$ cat src/rtl/round_robin_arbiter.sv
// N-way arbiter with zero-latency combinational grant: fixed-priority or round-robin
// search from a registered pointer, with optional grant hold for the current owner.
module round_robin_arbiter #(
  parameter int N    = 32,
  parameter int MODE = 1,
  parameter int HOLD = 0
) (
  input  logic                 clk,
  input  logic                 reset,
  input  logic [N-1:0]         req_i,
  output logic [N-1:0]         gnt_o,
  output logic                 gnt_valid_o,
  output logic [$clog2(N)-1:0] gnt_idx_o
);

  localparam int IW = $clog2(N);

  logic [IW-1:0] ptr_q, ptr_d;
  logic [IW-1:0] own_q, own_d;
  logic          own_v_q, own_v_d;

  logic [IW-1:0]  start;
  logic [2*N-1:0] req_dbl;
  logic [N-1:0]   req_rot;
  logic           found;
  logic [IW:0]    ofs;
  logic [IW:0]    sum;
  logic [IW-1:0]  win;
  logic [IW:0]    win_inc;
  logic           hold_hit;
  logic           new_gnt;

  // Rotate requests so the search always scans upward from bit 0 of req_rot.
  always_comb begin
    start   = (MODE == 1) ? ptr_q : '0;
    req_dbl = {req_i, req_i} >> start;
    req_rot = req_dbl[N-1:0];
    found   = 1'b0;
    ofs     = '0;
    for (int i = 0; i < N; i++) begin
      if (!found && req_rot[i]) begin
        found = 1'b1;
        ofs   = (IW+1)'(i);
      end
    end
    sum = {1'b0, start} + ofs;
    if (sum >= (IW+1)'(N)) sum = sum - (IW+1)'(N);
    win     = sum[IW-1:0];
    win_inc = {1'b0, win} + (IW+1)'(1);
    if (win_inc == (IW+1)'(N)) win_inc = '0;
  end

  always_comb begin
    hold_hit    = (HOLD != 0) && own_v_q && req_i[own_q];
    new_gnt     = 1'b0;
    gnt_valid_o = 1'b0;
    gnt_idx_o   = '0;
    if (!reset) begin
      if (hold_hit) begin
        gnt_valid_o = 1'b1;
        gnt_idx_o   = own_q;
      end else if (found) begin
        gnt_valid_o = 1'b1;
        gnt_idx_o   = win;
        new_gnt     = 1'b1;
      end
    end
    gnt_o = gnt_valid_o ? (N'(1) << gnt_idx_o) : '0;
  end

  always_comb begin
    ptr_d   = ptr_q;
    own_d   = own_q;
    own_v_d = own_v_q;
    if (new_gnt && MODE == 1) ptr_d = win_inc[IW-1:0];
    if (HOLD != 0) begin
      // A new grant always re-captures ownership, even in the cycle the old owner drops.
      if (new_gnt) begin
        own_d   = win;
        own_v_d = 1'b1;
      end else if (!req_i[own_q]) begin
        own_v_d = 1'b0;
      end
    end else begin
      own_d   = '0;
      own_v_d = 1'b0;
    end
  end

  always_ff @(posedge clk) begin
    if (reset) begin
      ptr_q   <= '0;
      own_q   <= '0;
      own_v_q <= 1'b0;
    end else begin
      ptr_q   <= ptr_d;
      own_q   <= own_d;
      own_v_q <= own_v_d;
    end
  end

endmodule

$ cat config.mk
export PLATFORM = sky130hd
export DESIGN_NAME = round_robin_arbiter
export DESIGN_NICKNAME = d
export VERILOG_FILES = /design/src/rtl/round_robin_arbiter.sv
export SDC_FILE = /design/constraint.sdc
export NUM_CORES = 1
export LEC_CHECK = 0
export ABC_AREA = 0
export CAP_MARGIN = 30
export CORE_MARGIN = 2
export CORE_UTILIZATION = 45
export DETAILED_ROUTE_END_ITERATION = 10
export PLACE_DENSITY_LB_ADDON = 0.12
export SLEW_MARGIN = 20
export SYNTH_ARGS = -nofsm -noshare
export SYNTH_HDL_FRONTEND = slang
export SYNTH_SLANG_ARGS = --single-unit
$ cat constraint.sdc
create_clock -name clk -period 10 [get_ports clk]
set_input_delay 1.5 -clock clk [delete_from_list [all_inputs] [get_ports clk]]
set_output_delay 1.5 -clock clk [all_outputs]
set_load 0.05 [all_outputs]
==> results.tsv, run 1 <==
stage	metric	value	unit
detailed_routing	final WL	11700	µm
setup_path	Buf/Inv on CP	3	
synthesis	share of the yosys chip area belonging to registers	2.88	%
setup_path	Critical Path RT	8.50	ns
setup_path	Setup CP Type	in2out	
clock_tree	Clock Pin Slew Worst Setup and Hold Paths	0.04	ns
detailed_routing	drt drc	0	
finish	layout cells sized above 1	21.4	%
detailed_routing	WL/cell	21.4	µm
synthesis	synth top area cells	mux4_2 35%, mux2i_1 7.8%, a21oi_1 6.9%	
flow_run	MaxCap Viol Count	0	
placed_design	HPWL Detailed	9480	µm
synthesis	YS warnings	0	
finish	Area growth syn-to-layout	24.0	%
synthesis	Synth Area per Inst	8.93	µm²
finish	Top reg by flops	ptr_q	
sta	crit share post-route	89.8	%
setup_path	critical path arrival	7.48	ns
synthesis	synthesized instance count	389	
detailed_routing	vias per cell	6.95	
global_routing	largest net degree at the start of global routing	29	
outcome	status	complete, no violations	
setup_path	crit path cell chain	clkdlybuf4s50_1, mux4_2, mux2_2, nand2b_1, mux4_2, nor4b_2, and2_1, nand4_1, nand4_1, ha_1, inv_1, fa_1, nor2b_1, o21ai_0, nand2b_1, xnor2_1, nor2_1, nand3_1, a21oi_1, clkdlybuf4s50_1	
clock_tree	Longest Clk Path Bufs	2	
clock_tree	Setup Buffers After CTS	0	
clock_tree	clk_lat worst skew	0.22	ns
finish	post-layout util	56.6	%
global_routing	initial antenna violation count	0	
detailed_routing	First-pass DRT Iterations	5	
pwr	Net Sw Frac	56.6	%
clock_tree	htree depth	1	
sta	Max-Slew Margin vs Limit	44.6	%
pwr	Internal Pwr Total	0.538	mW
setup_path	Top delay family on crit path	simple AND/OR/NAND/NOR gates	
synthesis	Synth Register Bits	5	
pwr	Gate power share	92.1	%
synthesis	most frequent cell after synthesis	mux4_2	
synthesis	Synth top cells by count	54 x mux4_2, 48 x a21oi_1, 29 x nor2_1	
floorplan	FP Rows	32	
setup_path	CP max stage delay	0.82	ns
clock_tree	TritonCTS Buffers	3	
setup_path	Worst path slowest cell	clkdlybuf4s50_1	
sta	FMAX	111	MHz
clock_tree	Hold Buf Count CTS	0	
finish	FILL cells	706	
sta	clk_skew	0.00431	ns
finish	biggest regs	ptr_q (5)	
detailed_routing	vias	3795	
synthesis	Post-synth EDFFs	0	
global_routing	global-route usage over all layers	27.8	%
clock_tree	clk sinks	5	
pwr	VDD IR max	0.0000937	V
synthesis	FFs w/ async S/R, synth	0	%
sta	unrepaired setup endpoints after global routing	no	
synthesis	synthesized net count	429	
sta	clock period minus worst slack	8.98	ns
clock_tree	CTS tree	built	
sta	hold violation count in the final report	0	
pwr	P per Cell Area	288	nW/µm²
sta	TNS Setup	0	ns
sta	Worst-Margin Slew	0.831	ns
sta	Final Slew Violations	0	
pwr	Reg power frac	4.8	%
setup_path	crit path capture type	output port	
floorplan	die area	8430	µm²
floorplan	DIE WIDTH	91.8	µm
placed_design	Buffers on Ports	71	
floorplan	Core Area	7610	µm²
pwr	Net Sw Power	0.701	mW
pwr	static leakage	1.46	nW
synthesis	Yosys top cell area share	35.0	%
worst_hold_path	Worst Hold Class	reg2reg	
clock_tree	clock root cell	clkbuf_8	
floorplan	Starting Density	45.6	%
floorplan	die span in y	91.8	µm
global_routing	vias in the first global route	3585	
setup_path	crit-path max FO	18	
pwr	Clock Power Share	3.1	%
global_routing	GR Overflow Total	0	
sta	final setup fails	0	
detailed_routing	final antenna-violating net count	0	
finish	Nets	485	
finish	max FFs per register	5	
detailed_routing	Initial DRC Count	256	
finish	ANT cells	0	
global_routing	first-pass GRT wire length	18800	µm
synthesis	Synth Cell Area	3470	µm²
synthesis	Yosys cell types	60	
setup_path	startpoint types	input port	
placed_design	RePlAce Congestion	1.01	
synthesis	Synth area leader	mux4_2	
floorplan	Ports	72	
clock_tree	post_cts resized	0	
synthesis	top_reg_cell synth	dfxtp_1	
-- kinds of logic after synthesis --
group,after synthesis,share of synthesized area (%)
AND/OR/NAND/NOR,110,16.9
AO/OA/AOI/OAI,122,22.3
flip-flops,5,2.88
adder cells (fa/ha/maj),6,2.38
multiplexers,97,48.0
XOR/XNOR,8,2.02
buffers and inverters,41,5.55
-- worst paths after layout --
kind	from	slack [ns]	cells after the start	end
max	req_i[17]	1.02	20	gnt_o[11]
min	ptr_q[1]	0.72	2	ptr_q[1]
max reg2reg	ptr_q[1]	4.12	18	ptr_q[4]
min reg2reg	ptr_q[1]	0.72	2	ptr_q[1]
-- through the flow --
stage               instances  hold WS, ns  cell area (µm²)  power (mW)  setup slack (ns)
global route              546        0.769             4300        1.32             0.623
finish                    546        0.717             4300        1.24              1.02
detailed placement        542        0.713             4260        1.18              1.02
floorplan                 389        0.800             3470       0.898              2.35
CTS                       546        0.724             4300        1.22              1.02
global placement          540        0.770             4220        1.17              1.17
-- cells in the final DEF (no fill, tap or decap), types with 3 or more instances in the layout --
cell type,count
a211oi_1,4
a21oi_1,48
a22o_1,4
a311oi_1,3
a31oi_1,3
buf_4,9
clkbuf_8,3
clkdlybuf4s50_1,71
dfxtp_1,4
ha_1,5
inv_1,7
mux2_2,16
mux2i_1,27
mux4_2,54
nand2_1,17
nand2b_1,11
nand3_1,11
nand3b_1,3
nand4_1,5
nor2_1,29
nor2b_1,4
nor3_1,10
o2111ai_1,4
o211ai_1,5
o211ai_2,3
o21a_1,3
o21ai_0,12
o21ai_1,7
o22ai_1,11
or3_1,4
xnor2_1,6
-- worst min-delay path: cells and delay by family, from the launching register on --
family / cells / cell delay, ns
DFF: 1 / 0.46
and+or+nand+nor: 1 / 0.13
AOI/OAI and AO/OA: 1 / 0.07
-- layer usage --
| metal | track usage [%] | wire length (µm) |
|---|---|---|
| met1 | 35.6 | 4480 |
| met2 | 48.8 | 5810 |
| met3 | 2.47 | 956 |
| met4 | 10.3 | 424 |
| met5 | 0 | 0 |
-- power by group through the flow --
stage	Combinational [mW]	Sequential [mW]	Clock, mW
floorplan	0.868	0.0301	0
global placement	1.09	0.0773	0
detailed placement	1.12	0.0591	0
CTS	1.12	0.0590	0.0384
global route	1.22	0.0621	0.0402
finish	1.14	0.0591	0.0383
-- final cells by class --
cell class                      instances  area [µm²]  share of cell area (%)
Timing Repair Buffer                   82         813                    18.9
Tap cell                              102         128                    2.97
Clock buffer                            4        45.0                    1.05
Multi-Input combinational cell        343        3180                    73.9
Sequential cell                         5         101                    2.35
Inverter                               10        37.5                   0.872
No activity file was read; power rests on OpenSTA's default activity.
==> run 2: changes to the inputs <==
--- a/config.mk
+++ b/config.mk
@@ -7,8 +7,10 @@
 export LEC_CHECK = 0
 export ABC_AREA = 0
 export CAP_MARGIN = 30
+export CELL_PAD_IN_SITES_DETAIL_PLACEMENT = 0
+export CELL_PAD_IN_SITES_GLOBAL_PLACEMENT = 1
 export CORE_MARGIN = 2
-export CORE_UTILIZATION = 45
+export CORE_UTILIZATION = 43
 export DETAILED_ROUTE_END_ITERATION = 10
 export PLACE_DENSITY_LB_ADDON = 0.12
 export SLEW_MARGIN = 20
==> run 2 against run 1 <==
Effect of this change:
- via count fell by 3.8%
- register-to-register slack worse by 0.40 ns
- worst hold slack gained 0.066 ns
- sequential share of layout area barely moved
- power is 0.74% lower
- routed wire length is 0.57% lower
- maximum frequency down 1.6%
- combinational power about the same
- clock power decreased by 3%
- sequential cell count is the same
==> results.tsv, run 2 (same netlist as run 1, synthesis figures left out) <==
stage	metric	value	unit	change
global_routing	global-route usage over all layers	27.2	%	was 27.8%
setup_path	crit-path max FO	18		unchanged
sta	FMAX	110	MHz	was 111 MHz
sta	clk_skew	0.00196	ns	was 0.00431 ns
setup_path	crit path capture type	output port		unchanged
detailed_routing	First-pass DRT Iterations	5		unchanged
sta	crit share post-route	91.2	%	was 89.8%
sta	clock period minus worst slack	9.12	ns	was 8.98 ns
pwr	VDD IR max	0.000192	V	was 0.0000937 V
clock_tree	Clock Pin Slew Worst Setup and Hold Paths	0.04	ns	about the same
finish	biggest regs	ptr_q (5)		unchanged
detailed_routing	final WL	11600	µm	was 11,700 µm
global_routing	GR Overflow Total	0		unchanged
global_routing	first-pass GRT wire length	19100	µm	was 18,800 µm
worst_hold_path	Worst Hold Class	reg2reg		unchanged
placed_design	Buffers on Ports	71		unchanged
sta	Final Slew Violations	0		unchanged
outcome	status	complete, no violations		unchanged
sta	Worst-Margin Slew	0.932	ns	was 0.831 ns
pwr	P per Cell Area	288	nW/µm²	about the same
detailed_routing	Initial DRC Count	266		was 256
floorplan	FP Rows	32		unchanged
setup_path	crit path cell chain	clkdlybuf4s50_1, mux4_2, mux2i_1, nand2_1, mux4_2, nor4b_2, and2_1, nand4_1, nand4_1, ha_1, inv_1, fa_1, nor2b_1, o21ai_0, nand2b_1, xnor2_1, nor2_1, nand3_1, a21oi_1, clkdlybuf4s50_1		was clkdlybuf4s50_1, mux4_2, mux2_2, nand2b_1, mux4_2, nor4b_2, and2_1, nand4_1, nand4_1, ha_1, inv_1, fa_1, nor2b_1, o21ai_0, nand2b_1, xnor2_1, nor2_1, nand3_1, a21oi_1, clkdlybuf4s50_1
finish	max FFs per register	5		unchanged
floorplan	Ports	72		unchanged
floorplan	Core Area	7770	µm²	was 7610 µm²
placed_design	RePlAce Congestion	0.933		was 1.01
setup_path	startpoint types	input port		unchanged
floorplan	DIE WIDTH	93.9	µm	was 91.8 µm
setup_path	Buf/Inv on CP	3		unchanged
sta	Max-Slew Margin vs Limit	37.8	%	was 44.6%
detailed_routing	final antenna-violating net count	0		unchanged
finish	most common cell after layout, fill and taps aside	clkdlybuf4s50_1		unchanged
pwr	static leakage	1.44	nW	was 1.46 nW
global_routing	vias in the first global route	3625		was 3,585
finish	highest-count cells in the layout ignoring fill and taps	71 x clkdlybuf4s50_1, 54 x mux4_2, 48 x a21oi_1		unchanged
detailed_routing	WL/cell	21.4	µm	about the same
clock_tree	TritonCTS Buffers	3		unchanged
sta	Worst Hold Slack	0.783	ns	was 0.717 ns
finish	FILL cells	715		was 706
clock_tree	Setup Buffers After CTS	0		unchanged
sta	final setup fails	0		unchanged
clock_tree	CTS tree	built		unchanged
finish	Top reg by flops	ptr_q		unchanged
clock_tree	clock root cell	clkbuf_8		unchanged
clock_tree	clk_lat worst skew	0.22	ns	about the same
setup_path	CP max stage delay	0.82	ns	about the same
finish	layout cells sized above 1	20.7	%	was 21.4%
floorplan	die span in y	93.9	µm	was 91.8 µm
setup_path	Critical Path RT	8.50	ns	about the same
clock_tree	htree depth	1		unchanged
setup_path	Top delay family on crit path	simple AND/OR/NAND/NOR gates		unchanged
finish	Nets	481		was 485
global_routing	initial antenna violation count	0		unchanged
sta	unrepaired setup endpoints after global routing	no		unchanged
sta	TNS Setup	0	ns	unchanged
detailed_routing	drt drc	0		unchanged
placed_design	HPWL Detailed	9220	µm	was 9480 µm
floorplan	die area	8810	µm²	was 8430 µm²
sta	hold violation count in the final report	0		unchanged
detailed_routing	vias	3649		was 3,795
finish	Area growth syn-to-layout	22.9	%	was 24.0%
clock_tree	post_cts resized	0		unchanged
clock_tree	Longest Clk Path Bufs	2		unchanged
sta	Worst Slack Setup Final	0.879	ns	was 1.02 ns
finish	area of the multi-input gates	3180	µm²	unchanged
finish	ANT cells	0		unchanged
floorplan	Starting Density	44.7	%	was 45.6%
finish	Reg area	101	µm²	unchanged
setup_path	critical path arrival	7.62	ns	was 7.48 ns
placed_design	pre-CTS WS	0.942	ns	was 1.02 ns
clock_tree	clk sinks	5		unchanged
setup_path	Worst path slowest cell	clkdlybuf4s50_1		unchanged
global_routing	largest net degree at the start of global routing	42		was 29
detailed_routing	vias per cell	6.73		was 6.95
setup_path	Setup CP Type	in2out		unchanged
clock_tree	Hold Buf Count CTS	0		unchanged
flow_run	MaxCap Viol Count	0		unchanged
-- run 2: cell count changes in the layout (fill, tap and decap cells not counted), sizes merged --
cell / change
buf: -4
-- run 2: routing by layer --
metal / share of wire [%] / track usage, % / routed length [µm] / up-vias
li1: - / - / - / 1692
met1: 47 / 41.6 / 5420 / 1753
met2: 43 / 40.2 / 5040 / 185
met3: 8.1 / 4.65 / 942 / 19
met4: 1.7 / 5.68 / 196 / 0
met5: 0 / 0 / 0 / -
-- run 2: path summary, 6_finish.rpt --
| check | from | endpoint | slack (ns) | cells after the start |
|---|---|---|---|---|
| worst max-delay path | req_i[3] | gnt_o[11] | 0.88 | 20 |
| worst min register to register | ptr_q[4] | ptr_q[4] | 0.78 | 3 |
| worst min-delay path | ptr_q[4] | ptr_q[4] | 0.78 | 3 |
| worst max register to register | ptr_q[3] | ptr_q[4] | 3.72 | 18 |
-- run 2: where the power goes --
group	internal, mW	total, mW	switching [mW]
logic	0.476	1.13	0.658
registers	0.0272	0.0580	0.0308
clock network	0.0273	0.0371	0.00971
-- run 2: tightest hold or removal path, cell delays in order (launching register included) --
cell and delay (ns):
dfxtp_1 0.29, buf_4 0.23, nand3_1 0.11, a31oi_1 0.09
-- run 2: layout make-up --
type,instances,area share [%]
Multi-Input combinational cell,343,74.5
Timing Repair Buffer,78,18.2
Tap cell,102,2.99
Sequential cell,5,2.38
Clock buffer,4,1.06
Inverter,10,0.880
-- run 2: through the flow --
step	instance area, µm²	cells	total power [mW]	util (%)
after floorplan	3470	389	0.898	-
after detailed placement	4200	537	1.17	54.1
after global placement	4200	537	1.17	54.1
final	4270	542	1.23	54.9
after CTS	4250	541	1.21	54.7
after global routing	4270	542	1.32	54.9
